<file path="src/rtl/qmem_bist_master.sv">
// rtl/qmem_bist_master.sv - QMEM four-pass memory self-test initiator (write P, read, write ~P, read).
// Optional QMEM_BIST_STOP_ON_ERR_EN: the first mismatch ends the test immediately.
module qmem_bist_master #(
    parameter int              AW      = 32,
    parameter int              DW      = 32,
    parameter int              SW      = DW/8,
    parameter int              RD_DLY  = 1,
    parameter int              TIMEOUT = 64,
    parameter logic [DW-1:0]   SEED    = 32'hA5C3_0F96
) (
    input  logic          clk100,
    input  logic          rst,
    input  logic          start,
    input  logic [AW-1:0] base,
    input  logic [15:0]   count,
    output logic [AW-1:0] adr,
    output logic          cs,
    output logic          we,
    output logic [SW-1:0] sel,
    output logic [DW-1:0] dat_w,
    input  logic [DW-1:0] dat_r,
    input  logic          ack,
    input  logic          err,
    output logic          busy,
    output logic          done,
    output logic          pass,
    output logic          timeout,
    output logic [15:0]   err_cnt,
    output logic [AW-1:0] err_adr,
    output logic [DW-1:0] err_dat
);

    typedef enum logic [2:0] {IDLE, WR_REQ, WR_GAP, RD_REQ, RD_WAIT, CMP, DONE} state_t;

    state_t        state, state_n;
    logic          phase, phase_n;
    logic [AW-1:0] base_q, base_n;
    logic [15:0]   cnt_q, cnt_n;
    logic [15:0]   wcnt, wcnt_n;
    logic [15:0]   to_cnt, to_cnt_n;
    logic [1:0]    dly_cnt, dly_n;
    logic          err_seen, err_seen_n;

    logic [AW-1:0] adr_n;
    logic          cs_n, we_n, busy_n, done_n, pass_n, timeout_n;
    logic [SW-1:0] sel_n;
    logic [DW-1:0] dat_w_n;
    logic [15:0]   err_cnt_n;
    logic [AW-1:0] err_adr_n;
    logic [DW-1:0] err_dat_n;

    logic          last_word, mismatch, stop;

    function automatic logic [DW-1:0] pattern(input logic [AW-1:0] a, input logic ph);
        logic [DW-1:0] p;
        p = DW'(a) ^ SEED;
        return ph ? ~p : p;
    endfunction

    always_comb begin
        state_n    = state;
        phase_n    = phase;
        base_n     = base_q;
        cnt_n      = cnt_q;
        wcnt_n     = wcnt;
        to_cnt_n   = '0;
        dly_n      = dly_cnt;
        err_seen_n = err_seen;
        adr_n      = adr;
        dat_w_n    = dat_w;
        timeout_n  = timeout;
        err_cnt_n  = err_cnt;
        err_adr_n  = err_adr;
        err_dat_n  = err_dat;
        mismatch   = 1'b0;
        stop       = 1'b0;
        last_word  = (wcnt == cnt_q - 16'd1);

        case (state)
            IDLE, DONE: begin
                if (start) begin
                    timeout_n = 1'b0;
                    err_cnt_n = '0;
                    err_adr_n = '0;
                    err_dat_n = '0;
                    base_n    = base & ~AW'(3);
                    cnt_n     = count;
                    adr_n     = base & ~AW'(3);
                    phase_n   = 1'b0;
                    wcnt_n    = '0;
                    state_n   = (count == 16'd0) ? DONE : WR_REQ;
                end
            end
            WR_REQ: begin
                if (ack) begin
                    state_n = WR_GAP;
                end else if (to_cnt == 16'(TIMEOUT - 1)) begin
                    state_n   = DONE;
                    timeout_n = 1'b1;
                end else begin
                    to_cnt_n = to_cnt + 16'd1;
                end
            end
            WR_GAP: begin
                if (last_word) begin
                    wcnt_n  = '0;
                    adr_n   = base_q;
                    state_n = RD_REQ;
                end else begin
                    wcnt_n  = wcnt + 16'd1;
                    adr_n   = adr + AW'(4);
                    state_n = WR_REQ;
                end
            end
            RD_REQ: begin
                if (ack) begin
                    err_seen_n = err;
                    dly_n      = '0;
                    state_n    = (RD_DLY == 0) ? CMP : RD_WAIT;
                end else if (to_cnt == 16'(TIMEOUT - 1)) begin
                    state_n   = DONE;
                    timeout_n = 1'b1;
                end else begin
                    to_cnt_n = to_cnt + 16'd1;
                end
            end
            RD_WAIT: begin
                if (dly_cnt == 2'(RD_DLY - 1)) state_n = CMP;
                else                           dly_n   = dly_cnt + 2'd1;
            end
            CMP: begin
                mismatch = (dat_r != pattern(adr, phase)) || err_seen;
                if (mismatch) begin
                    if (err_cnt == 16'd0) begin
                        err_adr_n = adr;
                        err_dat_n = dat_r;
                    end
                    if (err_cnt != 16'hFFFF) err_cnt_n = err_cnt + 16'd1;
                end
`ifdef QMEM_BIST_STOP_ON_ERR_EN
                stop = mismatch;
`else
                stop = 1'b0;
`endif
                if (stop) begin
                    state_n = DONE;
                end else if (last_word) begin
                    if (phase) begin
                        state_n = DONE;
                    end else begin
                        phase_n = 1'b1;
                        wcnt_n  = '0;
                        adr_n   = base_q;
                        state_n = WR_REQ;
                    end
                end else begin
                    wcnt_n  = wcnt + 16'd1;
                    adr_n   = adr + AW'(4);
                    state_n = RD_REQ;
                end
            end
            default: state_n = IDLE;
        endcase

        // Bus outputs are registered: they follow the state being entered.
        cs_n   = (state_n == WR_REQ) || (state_n == RD_REQ);
        we_n   = (state_n == WR_REQ);
        sel_n  = cs_n ? '1 : '0;
        if (state_n == WR_REQ) dat_w_n = pattern(adr_n, phase_n);
        busy_n = !((state_n == IDLE) || (state_n == DONE));
        done_n = (state_n == DONE);
        pass_n = done_n && (err_cnt_n == 16'd0) && !timeout_n;
    end

    always_ff @(posedge clk100 or posedge rst) begin
        if (rst) begin
            state    <= IDLE;
            phase    <= 1'b0;
            base_q   <= '0;
            cnt_q    <= '0;
            wcnt     <= '0;
            to_cnt   <= '0;
            dly_cnt  <= '0;
            err_seen <= 1'b0;
            adr      <= '0;
            cs       <= 1'b0;
            we       <= 1'b0;
            sel      <= '0;
            dat_w    <= '0;
            busy     <= 1'b0;
            done     <= 1'b0;
            pass     <= 1'b0;
            timeout  <= 1'b0;
            err_cnt  <= '0;
            err_adr  <= '0;
            err_dat  <= '0;
        end else begin
            state    <= state_n;
            phase    <= phase_n;
            base_q   <= base_n;
            cnt_q    <= cnt_n;
            wcnt     <= wcnt_n;
            to_cnt   <= to_cnt_n;
            dly_cnt  <= dly_n;
            err_seen <= err_seen_n;
            adr      <= adr_n;
            cs       <= cs_n;
            we       <= we_n;
            sel      <= sel_n;
            dat_w    <= dat_w_n;
            busy     <= busy_n;
            done     <= done_n;
            pass     <= pass_n;
            timeout  <= timeout_n;
            err_cnt  <= err_cnt_n;
            err_adr  <= err_adr_n;
            err_dat  <= err_dat_n;
        end
    end

endmodule

</file>
<file path="config.mk">
export PLATFORM = sky130hd
export DESIGN_NAME = qmem_bist_master
export DESIGN_NICKNAME = d
export VERILOG_FILES = /design/src/rtl/qmem_bist_master.sv
export SDC_FILE = /design/constraint.sdc
export NUM_CORES = 1
export LEC_CHECK = 0
export CORE_ASPECT_RATIO = 1.5
export CORE_MARGIN = 1
export CORE_UTILIZATION = 25
export DETAILED_ROUTE_END_ITERATION = 10
export MAX_ROUTING_LAYER = met4
export REMOVE_ABC_BUFFERS = 1
export SLEW_MARGIN = 30
export SYNTH_ARGS = -nofsm -noshare
export SYNTH_HDL_FRONTEND = slang
export SYNTH_SLANG_ARGS = --single-unit
</file>
<file path="constraint.sdc">
create_clock -name clk100 -period 12.38 [get_ports clk100]
set_input_delay 1.238 -clock clk100 [delete_from_list [all_inputs] [get_ports clk100]]
set_output_delay 1.238 -clock clk100 [all_outputs]
set_load 0.005 [all_outputs]
</file>
Word level (Yosys, flattened, before mapping)
Index checks and enable logic that the tools add are counted.
{"block": "classes", "mux": 47, "eq_ne": 19, "bitwise_logic": 4, "reduce_logical": 23, "addsub": 6}
{"op": "2-to-1 mux 32 bit", "count": 11}
{"op": "2-to-1 mux 16 bit", "count": 10}
{"op": "one-hot mux 32 bit (2 select lines)", "count": 2}
{"op": "one-hot mux 32 bit (3 select lines)", "count": 1}
{"op": "inverter 32 bit", "count": 2}
{"op": "adder 16 x 1 -> 16 bit (second input constant)", "count": 3}
{"op": "logical NOT 16 bit", "count": 3}
{"op": "one-hot mux 16 bit (3 select lines)", "count": 1}
{"op": "adder 32 x 3 -> 32 bit (second input constant)", "count": 1}
{"op": "!= test 32 bit", "count": 1}
{"op": "inverter 16 bit", "count": 2}
{"op": "one-hot mux 16 bit (2 select lines)", "count": 1}
{"op": "2-to-1 mux 3 bit", "count": 8}
{"op": "one-hot mux 3 bit (6 select lines)", "count": 1}
{"op": "== test 16 bit", "count": 1}
{"op": "== test 16 x 6 -> 1 bit (second input constant)", "count": 1}
{"op": "!= test 16 bit (second input constant)", "count": 1}
{"op": "subtractor 16 x 1 -> 16 bit (second input constant)", "count": 1}
{"op": "== test 3 bit (second input constant)", "count": 4}
{"op": "!= test 2 bit (second input constant)", "count": 5}
{"op": "== test 3 x 2 -> 1 bit (second input constant)", "count": 3}
{"op": "== test 3 x 1 -> 1 bit (second input constant)", "count": 2}
{"op": "logical NOT 3 bit", "count": 2}
{"op": "2-to-1 mux 2 bit", "count": 3}
{"op": "16 further kinds", "count": 29}
{"block": "totals", "word_cells": 119, "out_inout_bits": 154, "regBits": 239, "inputBits": 85}

Logic depth before layout (Yosys ltp)
{"block": "logic_depth", "ltp_word": 10, "depth_mapped": 15}

Worst setup path after synthesis
No wires, ideal clock.
{"block": "synth_path", "kind": "in2reg", "start": "in dat_r[30]", "end": "reg err_adr[25]", "n_path_buf": 3, "setup_slack_ps": 8613, "setup_ps": 96, "path_stages": 12, "arrival_time_ps": 3671, "required_ps": 12284, "cell_sequence": "xor2_1 nor4_1 nand4_1 or4_1 a2111o_1 and2_0 a21oi_1 buf_2 buf_2 buf_2 nand2_1 o31ai_1"}
{"block": "synth_between", "elab_chain_len": 4}
{"item": "from (decl)", "line": "21", "source": "input logic [DW-1:0] dat_r,"}
{"item": "!= test 32 bit", "line": "132", "source": "mismatch = (dat_r != pattern(adr, phase)) || err_seen;"}
{"item": "logical OR 1 bit", "line": "132"}
{"item": "!= test 2 bit (no line)"}
{"item": "AND reduction 4 bit (no line)"}
{"item": "to (signal assigned)", "line": "216", "source": "err_adr <= err_adr_n;"}
{"item": "to (decl)", "line": "29", "source": "output logic [AW-1:0] err_adr,"}
Every way passes these cells.
A chain may end at the register's enable or synchronous reset.

Worst setup path in the final report
{"block": "layout_path", "start": "in dat_r[4]", "end": "reg err_dat[8]"}
{"block": "layout_between", "elab_chain_len": 4}
{"item": "!= test 32 bit", "line": "132"}
{"item": "logical OR 1 bit", "line": "132"}
{"item": "!= test 2 bit (no line)"}
{"item": "AND reduction 4 bit (no line)"}
{"item": "to (signal assigned)", "line": "217", "source": "err_dat <= err_dat_n;"}
{"item": "to (decl)", "line": "30", "source": "output logic [DW-1:0] err_dat"}
Every way passes these cells.

==> results.json <==
{
  "syn_area_per_cell_sq_um": 8.80,
  "hold_depth": 2,
  "grt_pass1_vias": 11500,
  "area_delta_synth_final_pct": 30.3,
  "hold_buffers": 0,
  "synth_cell_types": 82,
  "synth_area_sq_um": 12600,
  "grt_use_total_pct": 17.6,
  "clk_pin_slew_ns": 0.06,
  "portBuffers": 236,
  "core_area_sq_um": 49700,
  "routed_wl_um": 44400,
  "cts_root_buffer": "clkbuf_16",
  "ys_warn_count": 0,
  "cts_buffers": 24,
  "rsz0062_at_grt": "no",
  "cellPowerDensity_nw_per_um2": 232,
  "worst_pin_slew_ns": 1.02,
  "die_h_um": 277,
  "postSynthCellCount": 1431,
  "route.vias.total": 11500,
  "cp_slowest_cell": "buf_4",
  "final_util_pct": 33.0,
  "tns_ns": 0,
  "drcViolationCount": 0,
  "p_leak_uw": 0.00671,
  "synth_edf_count": 0,
  "synthTopCellsByCount": "nand2_1, dfrtp_1, o21ai_0",
  "htree_levels": 1,
  "p_sw_uw": 1590,
  "cp-end-kind": "flip-flop",
  "slew-limit-headroom_pct": 31.6,
  "start_util_pct": 25.4,
  "cp_slowest_stage_delay_ns": 0.78,
  "cp_max_fo": 100,
  "antenna_left": 0,
  "synth.most_common_cell": "nand2_1",
  "grt_antenna_before_repair": 5,
  "cts_tree": "done",
  "viasPerCell": 5.00,
  "cts_resized": 0,
  "dp_hpwl_um": 32200,
  "nets": 1707,
  "grt_max_degree": 101,
  "postCtsSetupRepairBufs": 0,
  "ir_worst_vdd_v": 0.000127,
  "switching_share_pct": 41.6,
  "synth_ff_type": "dfrtp_1",
  "cp.required_ns": 12.76,
  "hp-class": "reg2reg",
  "multi_input_area_sq_um": 6230,
  "path_class": "in2reg",
  "period_needed_ns": 5.31,
  "power_frac_comb_pct": 45.7,
  "synthArstFlopShare_pct": 100,
  "dr.pass1.iters": 5,
  "synth_top_area_cell": "dfrtp_1",
  "rows": 100,
  "overflow": 0,
  "crit_chain": "clkdlybuf4s50_1, xnor2_1, nor4_1, nand4_1, or4_1, a2111o_1, and2_0, a21oi_4, buf_4, o21ai_0",
  "final_hold_viol_count": 0,
  "synth_seq_area_share_pct": 46.7,
  "seq_power_share_pct": 34.3,
  "finalMaxSlewViolations": 0,
  "register_area_sq_um": 5880,
  "grt_pass1_wl_um": 68100,
  "die_w_um": 185,
  "gp_congestion": 0.861,
  "clock_path_buffers": 3,
  "setup_viol": 0,
  "io_pins": 239,
  "die_area_sq_um": 51300,
  "start_kind": "input port",
  "drt_iter0_drc": 683,
  "wl_per_cell_um": 19.3,
  "synth_top_area_share_pct": 46.7,
  "r2r_cells": 13,
  "crit_arrival_ns": 5.69,
  "fmax_mhz": 188,
  "finalCritPeriodShare_pct": 42.9,
  "status": "finished clean",
  "drive_gt1_share_pct": 5.46,
  "p_int_uw": 2230,
  "fillCellCount": 5098,
  "cap_viol_max_count": 0,
  "synthTopCellsByArea": "dfrtp_1, nand2_1, o21ai_0",
  "synth_seq_cells": 235,
  "clkSinkCount": 235,
  "finClkSkew_ns": 0.0207,
  "clockPowerShare_pct": 20.0,
  "clk_latency_ns": 0.54
}
==> routing by layer <==
| layer | track usage (%) | wire length [um] | share of wire, % | vias up |
|---|---|---|---|---|
| li1 | - | - | - | 5413 |
| met1 | 19.5 | 17000 | 38 | 5593 |
| met2 | 30.5 | 22700 | 51 | 396 |
| met3 | 2.81 | 2760 | 6.2 | 88 |
| met4 | 8.31 | 1940 | 4.4 | 0 |
| met5 | - | 0 | 0 | - |
==> state kept, by name, indices dropped and copies added (netlist names), 3 cells and up <==
| signal | count |
|---|---|
| cnt_q | 16 |
| dat_w | 32 |
| base_q | 30 |
| adr | 32 |
| wcnt | 16 |
| err_cnt | 16 |
| to_cnt | 16 |
| err_adr | 32 |
| err_dat | 32 |
| state | 3 |
==> power by group through the flow <==
stage | sequential, uW | combinational, uW | clock, uW
floorplan | 1250 | 926 | 0
global placement | 1310 | 1700 | 0
detailed placement | 1320 | 1730 | 0
CTS | 1310 | 1740 | 781
global route | 1350 | 1910 | 808
finish | 1310 | 1740 | 763
==> cell usage in the layout (no fill, tap or decap), types with 14 or more instances in the layout <==
cell,instances
nand2_1,347
clkdlybuf4s50_1,236
dfrtp_1,235
o21ai_0,111
nor2_1,70
xnor2_1,61
nand3_1,55
xor2_1,32
inv_1,29
nor3_1,28
and3_1,28
clkbuf_16,25
nand4_1,24
o31ai_1,23
a22oi_1,22
a21oi_1,19
nor4_1,19
mux2i_1,18
o211ai_1,16
or3_1,15
buf_4,14
==> worst paths after layout <==
check,slack (ns),to,startpoint
worst min register to register,0.47,err_adr[26]$_DFFE_PP0P_,err_adr[26]$_DFFE_PP0P_
worst min-delay path,0.47,err_adr[26]$_DFFE_PP0P_,err_adr[26]$_DFFE_PP0P_
worst max register to register,7.13,dat_w[10]$_DFFE_PP0P_,cnt_q[0]$_DFFE_PP0P_
worst max-delay path,7.07,err_dat[8]$_DFFE_PP0P_,dat_r[4]
max in group asynchronous,9.92,err_adr[21]$_DFFE_PP0P_,rst
min in group asynchronous,1.18,dat_w[3]$_DFFE_PP0P_,rst
==> kinds of logic (layout without fill, tap and decap cells) <==
kind of cell | after synthesis | after routing | synth area share, %
adders and majority gates | 9 | 9 | 0.894
buffers and inverters | 128 | 327 | 4.20
AOI/OAI and AO/OA | 308 | 308 | 16.8
and+or+nand+nor | 635 | 635 | 23.0
other | 0 | 6 | 0
muxes | 22 | 22 | 1.79
xor gates and xnor gates | 94 | 94 | 6.65
DFF | 235 | 235 | 46.7
==> worst max-delay path: cells and delay by family <==
kind | cells | cell delay, ns
AND/OR/NAND/NOR | 4 | 1.51
AO/OA/AOI/OAI | 3 | 1.38
buffers and inverters | 2 | 1.26
XOR/XNOR | 1 | 0.19
==> metrics by stage <==
| stage | total power (uW) | instance area, sq um | cells | setup slack (ns) | hold WS (ns) |
|---|---|---|---|---|---|
| floorplan | 2170 | 12200 | 1334 | 4.70 | 0.441 |
| global placement | 3010 | 15500 | 2249 | 6.45 | 0.454 |
| detailed placement | 3050 | 15500 | 2249 | 6.36 | 0.463 |
| CTS | 3820 | 16400 | 2292 | 6.94 | 0.478 |
| global route | 4060 | 16400 | 2298 | 6.64 | 0.501 |
| finish | 3810 | 16400 | 2299 | 7.07 | 0.475 |
==> cell type report <==
class | instances | share of cell area (%)
Timing Repair Buffer | 253 | 15.3
Multi-Input combinational cell | 1068 | 38.0
Clock inverter | 9 | 0.625
Tap cell | 663 | 5.06
Clock buffer | 34 | 4.32
Inverter | 31 | 0.755
Sequential cell | 235 | 35.8
Antenna cell | 6 | 0.0915
No activity file was read; power rests on OpenSTA's default activity.
